===== config.mk =====
export PLATFORM = sky130hd
export DESIGN_NAME = uart_rx_ctrl
export DESIGN_NICKNAME = d
export VERILOG_FILES = /design/src/rtl/uart_rx_ctrl.sv
export SDC_FILE = /design/constraint.sdc
export NUM_CORES = 1
export LEC_CHECK = 0
export ABC_AREA = 1
export CAP_MARGIN = 30
export CORE_ASPECT_RATIO = 0.5
export CORE_UTILIZATION = 51
export CTS_CLUSTER_SIZE = 40
export DETAILED_ROUTE_END_ITERATION = 8
export PLACE_DENSITY = 0.73
export SLEW_MARGIN = 20
export SYNTH_ARGS = -nofsm -noshare
export SYNTH_HDL_FRONTEND = slang
export SYNTH_SLANG_ARGS = --single-unit

===== constraint.sdc =====
create_clock -name CLOCK_50 -period 1.34 [get_ports CLOCK_50]
set_input_delay 0.134 -clock CLOCK_50 [delete_from_list [all_inputs] [get_ports CLOCK_50]]
set_output_delay 0.134 -clock CLOCK_50 [all_outputs]
set_load 0.005 [all_outputs]

===== src/rtl/uart_rx_ctrl.sv =====
// uart_rx_ctrl: 16x-oversampling UART receiver (LSB first, no parity, one
// stop bit) with a held character register, framing-error flag and a sticky
// overrun flag.
//
// Handshake: charRX is a valid level that rises one cycle after a good stop
// bit is sampled and holds DataOut until the consumer drives rd_ack for one
// cycle. The clear takes effect on the following edge. rd_ack while charRX is
// low has no effect. A good stop bit arriving while a character is still held
// and unacknowledged overwrites DataOut and sets overrun. If that stop bit
// coincides with rd_ack, the new load wins and overrun is untouched.
module uart_rx_ctrl #(
    parameter int TICK_DIV  = 326,
    parameter int DATA_BITS = 8
) (
    input  logic                 CLOCK_50,
    input  logic                 reset,
    input  logic                 DataIn,
    input  logic                 rd_ack,
    output logic [DATA_BITS-1:0] DataOut,
    output logic                 charRX,
    output logic                 frame_err,
    output logic                 overrun,
    output logic                 busy,
    output logic [1:0]           state_dbg    // 0=IDLE 1=START 2=DATA 3=STOP
);

    localparam int TW = (TICK_DIV > 1) ? $clog2(TICK_DIV) : 1;
    localparam int BW = (DATA_BITS > 1) ? $clog2(DATA_BITS) : 1;
    localparam logic [TW-1:0] TICK_LAST = TW'(TICK_DIV - 1);
    localparam logic [BW-1:0] BIT_LAST  = BW'(DATA_BITS - 1);

    typedef enum logic [1:0] {
        IDLE  = 2'd0,
        START = 2'd1,
        DATA  = 2'd2,
        STOP  = 2'd3
    } state_t;

    state_t                 state_q, state_d;
    logic                   sync1_q;
    logic                   rx_s_q;
    logic [TW-1:0]          tcnt_q, tcnt_d;
    logic [3:0]             scnt_q, scnt_d;
    logic [BW-1:0]          bcnt_q, bcnt_d;
    logic [DATA_BITS-1:0]   shreg_q, shreg_d;
    logic [DATA_BITS-1:0]   data_q, data_d;
    logic                   char_q, char_d;
    logic                   ferr_q, ferr_d;
    logic                   ovr_q, ovr_d;
    logic                   tick;

    // Next-state logic: oversample tick, frame FSM and the character holding register.
    always_comb begin
        tick     = (tcnt_q == TICK_LAST);
        tcnt_d   = tick ? '0 : tcnt_q + TW'(1);
        state_d  = state_q;
        scnt_d   = scnt_q;
        bcnt_d   = bcnt_q;
        shreg_d  = shreg_q;
        data_d   = data_q;
        char_d   = char_q;
        ferr_d   = ferr_q;
        ovr_d    = ovr_q;

        // Acknowledge clears the held character; a coinciding load below overrides it.
        if (rd_ack) begin
            char_d = 1'b0;
        end

        case (state_q)
            IDLE: begin
                // Start edge is taken without waiting for a tick.
                if (!rx_s_q) begin
                    state_d = START;
                    scnt_d  = 4'd0;
                end
            end
            START: begin
                if (tick) begin
                    if (scnt_q == 4'd7) begin
                        // Mid start bit: still low means a real start, high means a glitch.
                        if (!rx_s_q) begin
                            state_d = DATA;
                            scnt_d  = 4'd0;
                            bcnt_d  = '0;
                        end else begin
                            state_d = IDLE;
                        end
                    end else begin
                        scnt_d = scnt_q + 4'd1;
                    end
                end
            end
            DATA: begin
                if (tick) begin
                    scnt_d = scnt_q + 4'd1;
                    if (scnt_q == 4'd15) begin
                        shreg_d                = shreg_q >> 1;
                        shreg_d[DATA_BITS-1]   = rx_s_q;
                        bcnt_d                 = bcnt_q + BW'(1);
                        if (bcnt_q == BIT_LAST) begin
                            state_d = STOP;
                            scnt_d  = 4'd0;
                        end
                    end
                end
            end
            STOP: begin
                if (tick) begin
                    if (scnt_q == 4'd15) begin
                        state_d = IDLE;
                        if (rx_s_q) begin
                            if (char_q && !rd_ack) begin
                                ovr_d = 1'b1;
                            end
                            data_d = shreg_q;
                            char_d = 1'b1;
                            ferr_d = 1'b0;
                        end else begin
                            ferr_d = 1'b1;
                        end
                    end else begin
                        scnt_d = scnt_q + 4'd1;
                    end
                end
            end
            default: begin
                state_d = IDLE;
            end
        endcase
    end

    // All state, including the input synchronizer, with asynchronous active-high reset.
    always_ff @(posedge CLOCK_50 or posedge reset) begin
        if (reset) begin
            sync1_q <= 1'b1;
            rx_s_q  <= 1'b1;
            tcnt_q  <= '0;
            state_q <= IDLE;
            scnt_q  <= 4'd0;
            bcnt_q  <= '0;
            shreg_q <= '0;
            data_q  <= '0;
            char_q  <= 1'b0;
            ferr_q  <= 1'b0;
            ovr_q   <= 1'b0;
        end else begin
            sync1_q <= DataIn;
            rx_s_q  <= sync1_q;
            tcnt_q  <= tcnt_d;
            state_q <= state_d;
            scnt_q  <= scnt_d;
            bcnt_q  <= bcnt_d;
            shreg_q <= shreg_d;
            data_q  <= data_d;
            char_q  <= char_d;
            ferr_q  <= ferr_d;
            ovr_q   <= ovr_d;
        end
    end

    assign DataOut   = data_q;
    assign charRX    = char_q;
    assign frame_err = ferr_q;
    assign overrun   = ovr_q;
    assign busy      = (state_q != IDLE);
    assign state_dbg = state_q;

endmodule


==> summary.md, run 1 <==
| Metric | Value |
|---|---|
| Leakage power | 1.54 nW |
| Initial antenna violation count | 0 |
| Routed wire per std cell | 14.4 um |
| Most frequent cells after synthesis | 68 x nand2_1, 37 x dfrtp_1, 33 x inv_1 |
| Total count of hold-check failures in the final report | 0 |
| Boundary Pins | 18 |
| Slew at the pin closest to its max-slew limit | 425 ps |
| Worst VDD drop | 545 uV |
| Sequential share of the synthesized area | 49.6% |
| Area of the die | 4140 um^2 |
| Top-area cell type share of the netlist area | 46.9% |
| Largest fanout on the critical path | 4 |
| Residual antenna-violating net count after detailed routing | 0 |
| Total inserted antenna cells | 0 |
| Placed cell count | 326 |
| Routed via count | 1813 |
| Effective utilization at floorplan | 55.4% |
| First-pass GRT wire length | 7.49 mm |
| Width of the die | 90.0 um |
| R2R depth | 6 |
| Site row count | 15 |
| Class of the most critical setup path | reg -> reg |
| Final weighted congestion in routability-driven placement | 0.852 |
| Most instantiated library cell after synthesis | nand2_1 |
| Post-synthesis area per instance | 8.40 um^2 |
| Number of buffers created by CTS | 5 |
| Power per cell area | 794 nW/um^2 |
| Post-synth EDFFs | 0 |
| Area of the core region | 3570 um^2 |
| R2R setup slack | -200 ps |
| DIE HEIGHT | 46.0 um |
| Commonest register cell after synthesis | dfrtp_1 |
| Mapped Nets | 244 |
| Final Slew Violations | 0 |
| Syn Inst Count | 235 |
| CTS Sinks | 39 |
| WP data arrival | 1740 ps |
| FMAX | 0.649 GHz |
| Count of port buffers added during placement | 17 |
| Distinct cells, synth | 28 |
| Area of the multi-input gates | 1060 um^2 |
| Post-CTS Hold Fix Bufs | 0 |
| Critical path required time | 1540 ps |
| Root Driver | clkbuf_8 |
| Clock tree from TritonCTS | built |
| Result of the run | complete, but fails checks |
| Non-Filler Instances | 348 |
| Fraction of registers with async set or reset after synthesis | 100% |
| Final net count | 305 |
| Final setup violation count | 28 |
| Clock Skews | 9.41 ps |
| Drt pass-1 iters | 5 |
| Nature of the critical path endpoint | flop |
| Count of yosys warnings during synthesis | 0 |
| Total Wirelength | 5.03 mm |
| Reg-to-Reg End | state_dbg[0]$_DFFE_PP0P_ |
| Clock slew at the register clock pins of the worst setup and hold paths | 90 ps |
| Detailed-route vias per instance | 5.21 |
| Drt drc | 0 |
| Number of levels the H-tree was split into | 2 |
| Post-synthesis sequential element count | 39 |
| Minimum period implied by the final worst setup slack | 1540 ps |
| Share of post-route cells with drive strength above 1 | 38.0% |
| Number of global-route vias before repair | 1626 |
| Global-route usage over all layers | 24.3% |
| Clock tree buffer depth | 2 |
| Sort of element at the start of the critical path | flop |
| Area added between synthesis and finish | 44.3% |
| Violated checks | negative setup slack |
| HP Class | in -> async |
| Minimum setup slack in the final design | -200 ps |
| Slew headroom | 71.6% |
| Clock latency of the later-clocked register in the worst-skew pair | 300 ps |
| Post-synth design cell area | 1970 um^2 |
| Storage element area | 981 um^2 |
| Tcrit/Tclk final | 115% |
| Synth area leader | dfrtp_1 |
| Total congestion overflow | 0 |
| HPWL reported at the end of detailed placement | 2.73 mm |
| Unrepaired setup endpoints after global routing | true |
| Total of max-cap violations | 0 |
| Number of DRC markers in iteration 0 | 121 |
| Pin count of the biggest net entering global routing | 24 |
| Filler cells | 211 |
| Cells taking the most area after synthesis | dfrtp_1 47%, nand2_1 13%, inv_1 6.3% |
| Startpoint of the worst-slack reg-to-reg timing path | rx_s_q$_DFF_PP1_ |
| Total chip power | 0.00226 W |
cells in the final DEF (no fill, tap or decap), types with 6 or more instances in the layout:
cell and instances:
nand3_1 16, buf_6 6, inv_2 6, nor2_1 9, nand2_4 7, nand2_2 9, dfrtp_1 35, clkdlybuf4s50_1 12
inv_1 31, buf_4 31, o21ai_2 13, nand2_1 58
worst max-delay path, stage by stage (launching register included):
cell and delay (ps):
dfstp_2 580, inv_1 100, nor2_1 360, nor2_4 100, nand3_2 100, nand2_1 50, and2_1 150
metrics by stage:
stage / setup slack [ps] / TNS, ps / cell area, um^2 / utilization, % / hold slack (ps)
final: -200 / -1820 / 2850 / 79.9 / 186
after global routing: -211 / -4110 / 2850 / 79.9 / 208
after CTS: -75.5 / -1090 / 2660 / 74.6 / 188
after detailed placement: -110 / -1060 / 2390 / 67.1 / 348
after global placement: -36.1 / -301 / 2390 / 67.1 / 346
after floorplan: -14.7 / -118 / 1990 / - / 138
power breakdown:
| group | internal (W) | switching, W |
|---|---|---|
| clock | 0.000555 | 0.000479 |
| sequential | 0.00118 | 0.00000277 |
| combinational | 0.0000145 | 0.0000302 |
cells by family after synthesis:
| family | Yosys count | synth area share (%) |
|---|---|---|
| AOI/OAI and AO/OA | 23 | 8.87 |
| xor gates and xnor gates | 3 | 1.33 |
| adders and majority gates | 5 | 3.17 |
| buffers and inverters | 41 | 8.24 |
| DFF | 39 | 49.6 |
| and+or+nand+nor | 124 | 28.8 |
timing repair:
item	in CTS	in global routing
setup buffers	7	6
gates cloned	2	0
gates resized for setup	24	42
pin swaps	6	19
setup endpoints to repair	19	36
area by class of cell:
cell class,count,area share [%]
Multi-Input combinational cell,157,37.3
Sequential cell,39,34.4
Timing Repair Buffer,54,16.6
Inverter,39,5.49
Clock buffer,5,2.42
Tap cell,51,2.24
Clock inverter,3,1.54
state kept, by name, summed over array words and instances (netlist names), named ones only:
| name | cells |
|---|---|
| tcnt_q | 9 |
| DataOut | 8 |
| shreg_q | 8 |
| scnt_q | 4 |
| bcnt_q | 3 |
| charRX | 1 |
| frame_err | 1 |
| overrun | 1 |
| rx_s_q | 1 |
| state_dbg | 1 |
| sync1_q | 1 |
routing by layer:
metal  GRT usage, %  share of wire, %
met4           8.39               2.3
met5              0                 0
met2           39.8                48
met1           32.4                44
met3           6.33               5.4
worst max path at each step:
stage | slack, ps | start | end | cells past startpoint
5_1_grt | -210 | rx_s_q$_DFF_PP1_ | state_dbg[0]$_DFFE_PP0P_ | 6
4_1_cts | -80 | tcnt_q[1]$_DFF_PP0_ | shreg_q[1]$_DFFE_PP0P_ | 9
3_5_place_dp | -110 | tcnt_q[0]$_DFF_PP0_ | DataOut[0]$_DFFE_PP0P_ | 9
2_1_floorplan | -10 | tcnt_q[1]$_DFF_PP0_ | DataOut[1]$_DFFE_PP0P_ | 10
6_report | -200 | rx_s_q$_DFF_PP1_ | state_dbg[0]$_DFFE_PP0P_ | 6
3_3_place_gp | -40 | scnt_q[1]$_DFFE_PP0P_ | state_dbg[0]$_DFFE_PP0P_ | 7
Note: power is estimated with default switching activity, not from simulation.
==> run 2, diff against run 1 <==
- CORE_UTILIZATION: 51 -> 53
- CTS_BUF_LIST: default -> sky130_fd_sc_hd__clkbuf_8
- CTS_CLUSTER_SIZE: 40 -> 12
- PLACE_DENSITY: 0.73 -> 0.75
==> run 2 against run 1 <==
The flow still finishes with violations (negative setup slack). First-iteration DRC count fell by 29%. Sequential cell count did not move. Fmax rose by 5.1%. Sequential power barely moved. Hold slack got worse by 5.0 ps. Via count rose by 1.1%. Routed wire length rose by 5.9%. Register-to-register slack improved by 70 ps. Combinational power rose by 6.3%. Total power fell by 9.0%. Worst setup slack improved by 75 ps. Global-route usage rose by 0.099 points.
==> summary.md, run 2 (synthesis results as in run 1) <==
| Metric | Value |
|---|---|
| Width of the die | 88.3 um |
| Total chip power | 0.00206 W |
| Routed via count | 1833 |
| Most frequent standard cell in the layout excluding fill and tap cells | nand2_1 |
| Result of the run | complete, but fails checks |
| Final Slew Violations | 0 |
| Placed cell count | 324 |
| Pin count of the biggest net entering global routing | 40 |
| DIE HEIGHT | 45.2 um |
| Number of global-route vias before repair | 1596 |
| Final weighted congestion in routability-driven placement | 0.863 |
| R2R depth | 7 |
| Tcrit/Tclk final | 109% |
| Final net count | 303 |
| Clock tree buffer depth | 2 |
| Sort of element at the start of the critical path | flop |
| Area of the core region | 3490 um^2 |
| Total Wirelength | 5.32 mm |
| Leakage power | 1.46 nW |
| Total of max-cap violations | 0 |
| Class of the most critical setup path | reg -> reg |
| Clock latency of the later-clocked register in the worst-skew pair | 310 ps |
| Critical-path cell with the highest stage delay | dfrtp_1 |
| Critical path required time | 1570 ps |
| Post-Layout Inst Area | 2860 um^2 |
| First-pass GRT wire length | 7.07 mm |
| Minimum period implied by the final worst setup slack | 1460 ps |
| Residual antenna-violating net count after detailed routing | 0 |
| Unrepaired setup endpoints after global routing | true |
| Drt drc | 0 |
| Worst VDD drop | 518 uV |
| Minimum setup slack in the final design | -125 ps |
| Nature of the critical path endpoint | flop |
| Violated checks | negative setup slack |
| Clock Skews | 13.8 ps |
| Slew at the pin closest to its max-slew limit | 251 ps |
| R2R setup slack | -120 ps |
| Root Driver | clkbuf_8 |
| Total inserted antenna cells | 0 |
| Top cell family by delay on the critical path | simple AND/OR/NAND/NOR gates |
| Crit path largest cell delay | 420 ps |
| Number of levels the H-tree was split into | 2 |
| Number of flip-flops under the largest register name | 9 |
| Global-route usage over all layers | 24.4% |
| CTS Sinks | 39 |
| FMAX | 0.683 GHz |
| Number of buffers created by CTS | 5 |
| WP data arrival | 1690 ps |
| Power per cell area | 721 nW/um^2 |
| Most frequent cells in the layout | 54 x nand2_1, 36 x dfrtp_1, 32 x inv_1 |
| Detailed-route vias per instance | 5.30 |
| Non-Filler Instances | 346 |
| Share of post-route cells with drive strength above 1 | 40.0% |
| Drt pass-1 iters | 4 |
| Most flop-heavy register | tcnt_q |
| Reg-to-Reg End | tcnt_q[6]$_DFF_PP0_ |
| Total congestion overflow | 0 |
| Critical Path, Cell by Cell | ha_2 > nand2_2 > nor2_4 > nand2_4 > clkinv_8 > buf_8 > nor3_2 |
| Post-CTS Hold Fix Bufs | 0 |
| Area of the die | 3990 um^2 |
| Largest fanout on the critical path | 7 |
| Initial antenna violation count | 0 |
| Total negative slack | -2150 ps |
| Routed wire per std cell | 15.4 um |
| Boundary Pins | 18 |
| HPWL reported at the end of detailed placement | 2.92 mm |
| Clock tree from TritonCTS | built |
| HP Class | in -> async |
| Clock slew at the register clock pins of the worst setup and hold paths | 90 ps |
| Final setup violation count | 31 |
| Site row count | 15 |
| Area added between synthesis and finish | 44.6% |
| Cell Area, Placed | 2390 um^2 |
| Startpoint of the worst-slack reg-to-reg timing path | tcnt_q[0]$_DFF_PP0_ |
| Number of buffer and inverter stages on the critical path | 2 |
| Slew headroom | 83.1% |
| Count of port buffers added during placement | 17 |
| Worst slack at placement | -131 ps |
| Effective utilization at floorplan | 56.6% |
| Number of DRC markers in iteration 0 | 86 |
| Total count of hold-check failures in the final report | 0 |
run 2: stage by stage:
stage	util, %	hold WS (ps)
final	81.8	181
after global routing	81.8	213
after CTS	73.8	212
after detailed placement	68.5	348
after global placement	68.5	346
after floorplan	-	138
run 2: worst max-delay path by stage:
stage / from / to / slack, ps / depth (start not counted)
after floorplan: tcnt_q[1]$_DFF_PP0_ / DataOut[1]$_DFFE_PP0P_ / -10 / 10
after global placement: tcnt_q[0]$_DFF_PP0_ / DataOut[4]$_DFFE_PP0P_ / -40 / 9
after detailed placement: tcnt_q[1]$_DFF_PP0_ / scnt_q[3]$_DFFE_PP0P_ / -130 / 9
after CTS: flop / busy / -90 / 4
after global routing: tcnt_q[1]$_DFF_PP0_ / tcnt_q[2]$_DFF_PP0_ / -210 / 9
final: tcnt_q[0]$_DFF_PP0_ / tcnt_q[6]$_DFF_PP0_ / -120 / 7
run 2: worst min-delay path, stage by stage:
cell and delay [ps]:
clkdlybuf4s50_1 410, inv_1 90, buf_12 230
run 2: layer usage:
layer  wire (um)  GRT usage, %  vias to the layer above
li1            -             -                      856
met1        2170          29.1                      906
met2        2750          43.5                       58
met3         272          5.48                       13
met4         119          11.0                        0
met5           0             0                        -
run 2: layout make-up:
class                           count  area, um^2
Inverter                           39         166
Clock buffer                        5        68.8
Multi-Input combinational cell    158        1100
Sequential cell                    39         980
Fill cell                         192         636
Clock inverter                      3        20.0
Timing Repair Buffer               51         460
Tap cell                           51        63.8
run 2: power breakdown:
| group | switching, W | total, W | internal [W] | leakage, nW |
|---|---|---|---|---|
| combinational | 0.0000307 | 0.0000474 | 0.0000167 | 0.908 |
| sequential | 0.00000204 | 0.00118 | 0.00118 | 0.517 |
| clock | 0.000465 | 0.000828 | 0.000363 | 0.0402 |
| total | 0.000498 | 0.00206 | 0.00156 | 1.46 |
run 2: what timing repair did:
action	CTS	global route
pin swaps	0	13
gates resized for setup	19	56
setup buffers	6	5
cloned	0	3
endpoints found under the setup margin	25	36
==> run 3, diff against run 2 <==
- GPL_TIMING_DRIVEN: default -> 0
==> run 3 against run 2 <==
Clock-buffer cell count unchanged. The flow still finishes with violations (negative setup slack). Critical path type unchanged. Global-route usage decreased by 2.1 points. Total power decreased by 1.3%. Cell count decreased by 2.9%. Routed wire length decreased by 2.6%. Fmax decreased by 10%. Largest power group unchanged. Critical endpoint is now shreg_q[7]$_DFFE_PP0P_. Sequential cell count unchanged. Combinational power decreased by 7.8%. Critical path depth increased by 4. Sequential share of layout area increased by 0.31 points.
==> summary.md, run 3 (synthesis results as in run 1) <==
| Metric | Value |
|---|---|
| Result of the run | complete, but fails checks |
| Violated checks | negative setup slack |
| Worst VDD drop | 491 uV |
| Count of port buffers added during placement | 17 |
| Setup crit start | tcnt_q[1]$_DFF_PP0_ |
| Clock slew at the register clock pins of the worst setup and hold paths | 80 ps |
| Area added between synthesis and finish | 43.9% |
| Minimum period implied by the final worst setup slack | 1630 ps |
| Crit path largest cell delay | 400 ps |
| First-pass GRT wire length | 6.51 mm |
| Largest fanout on the critical path | 5 |
| Critical Path, Cell by Cell | inv_1 > ha_2 > nand2_2 > nor2_4 > nand2_4 > inv_4 > buf_6 > buf_8 > nand2_8 > nand2_2 > o21ai_1 |
| Number of levels the H-tree was split into | 2 |
| Most frequent standard cell in the layout excluding fill and tap cells | nand2_1 |
| Startpoint of the worst-slack reg-to-reg timing path | tcnt_q[1]$_DFF_PP0_ |
| Top routing layer in use | met4 |
| DRT met1 WL | 2.19 mm |
| Site row count | 15 |
| Most Frequent Cell on Critical Path | nand2_2 |
| Effective utilization at floorplan | 56.6% |
| Total congestion overflow | 0 |
| Worst slack at placement | -195 ps |
| Unrepaired setup endpoints after global routing | true |
| Root Driver | clkbuf_8 |
| Critical-path cell with the highest stage delay | dfrtp_1 |
| Total chip power | 0.00203 W |
| WP data arrival | 1810 ps |
| Total Wirelength | 5.18 mm |
| Routed via count | 1792 |
| Minimum setup slack in the final design | -292 ps |
| Clock tree buffer depth | 2 |
| Tcrit/Tclk final | 122% |
| DIE HEIGHT | 45.2 um |
| Clock Skews | 9.21 ps |
| Total count of hold-check failures in the final report | 0 |
| Number of global-route vias before repair | 1506 |
| Clock latency of the later-clocked register in the worst-skew pair | 300 ps |
| Total of max-cap violations | 0 |
| Number of DRC markers in iteration 0 | 137 |
| Slew at the pin closest to its max-slew limit | 337 ps |
| FMAX | 0.613 GHz |
| Final weighted congestion in routability-driven placement | 0.818 |
| Hold WS | 125 ps |
| Power per cell area | 715 nW/um^2 |
| Most flop-heavy register | tcnt_q |
| Total length of routed met3 wires | 314 um |
| Final net count | 293 |
| Total inserted antenna cells | 0 |
| Drt pass-1 iters | 4 |
| Residual antenna-violating net count after detailed routing | 0 |
| Area of the core region | 3490 um^2 |
| Nature of the critical path endpoint | flop |
| Boundary Pins | 18 |
| Drt drc | 0 |
| Filler cells | 197 |
| HPWL reported at the end of detailed placement | 2.48 mm |
| Routed wire per std cell | 15.4 um |
| Total negative slack | -5310 ps |
| Top cell family by delay on the critical path | simple AND/OR/NAND/NOR gates |
| Initial antenna violation count | 0 |
| Detailed-route vias per instance | 5.33 |
| Class of the most critical setup path | reg -> reg |
| Pin count of the biggest net entering global routing | 30 |
| Sort of element at the start of the critical path | flop |
| Area of the die | 3990 um^2 |
| Share of post-route cells with drive strength above 1 | 39.3% |
| Clock tree from TritonCTS | built |
| Met2 routed WL | 2.53 mm |
| Number of buffers created by CTS | 5 |
| Number of flip-flops under the largest register name | 9 |
| Global-route usage over all layers | 22.4% |
| CTS Sinks | 39 |
| Final Slew Violations | 0 |
| Leakage power | 1.45 nW |
| Final cell utilization of the core | 81.4% |
| Number of buffer and inverter stages on the critical path | 4 |
| Final setup violation count | 34 |
| HP Class | in -> async |
| Width of the die | 88.3 um |
| Post-CTS Hold Fix Bufs | 0 |
| Slew headroom | 77.5% |
| Critical path required time | 1520 ps |
| Most frequent cells in the layout | 50 x nand2_1, 33 x dfrtp_1, 31 x inv_1 |
[run 3: timing repair]
item	in CTS	in global routing
gates cloned	2	1
endpoints found under the setup margin	34	36
hold endpoints to repair	0	0
buffers inserted	12	11
gates resized for setup	30	59
pin swaps	2	20
[run 3: power by group]
group | internal [W] | total, W | switching (W)
sequential | 0.00118 | 0.00118 | 0.00000331
clock | 0.000362 | 0.000804 | 0.000442
combinational | 0.0000148 | 0.0000437 | 0.0000289
[run 3: layout make-up]
class                      instances  area (um^2)  area share (%)
tap                               51         63.8            2.25
sequential                        39          983            34.6
clock inverter                     3         20.0           0.705
inverter                          39          161            5.68
buffer                             2         26.3           0.925
multi-input combinational        156         1110            38.9
timing repair buffer              41          410            14.4
clock buffer                       5         68.8            2.42
[run 3: per-layer routing]
metal | vias up | global-route usage, %
met5 | - | 0
met4 | 0 | 11.0
met3 | 16 | 5.85
met2 | 85 | 35.7
met1 | 847 | 29.0
li1 | 844 | -
[run 3: stage by stage]
step	area (um^2)	cells
2_1_floorplan	1990	235
3_3_place_gp	2220	303
3_5_place_dp	2240	304
4_1_cts	2540	326
5_1_grt	2840	336
6_report	2840	336
[run 3: final timing paths]
path                                     endpoint  slack (ps)  cells after the start
setup / recovery           shreg_q[7]$_DFFE_PP0P_        -290                     11
hold / removal              scnt_q[2]$_DFFE_PP0P_         130                      2
setup reg to reg           shreg_q[7]$_DFFE_PP0P_        -290                     11
hold reg to reg                  rx_s_q$_DFF_PP1_         360                      0
max in group asynchronous               async pin         770                      3
min in group CLOCK_50           sync1_q$_DFF_PP1_         250                      1
[run 3: worst reg2reg max path, delay by kind of cell (launching register included)]
family | cells | cell delay [ps]
simple gates | 5 | 450
fa+ha+maj | 1 | 180
flops | 1 | 400
buf+inv | 4 | 430
compound gates | 1 | 80
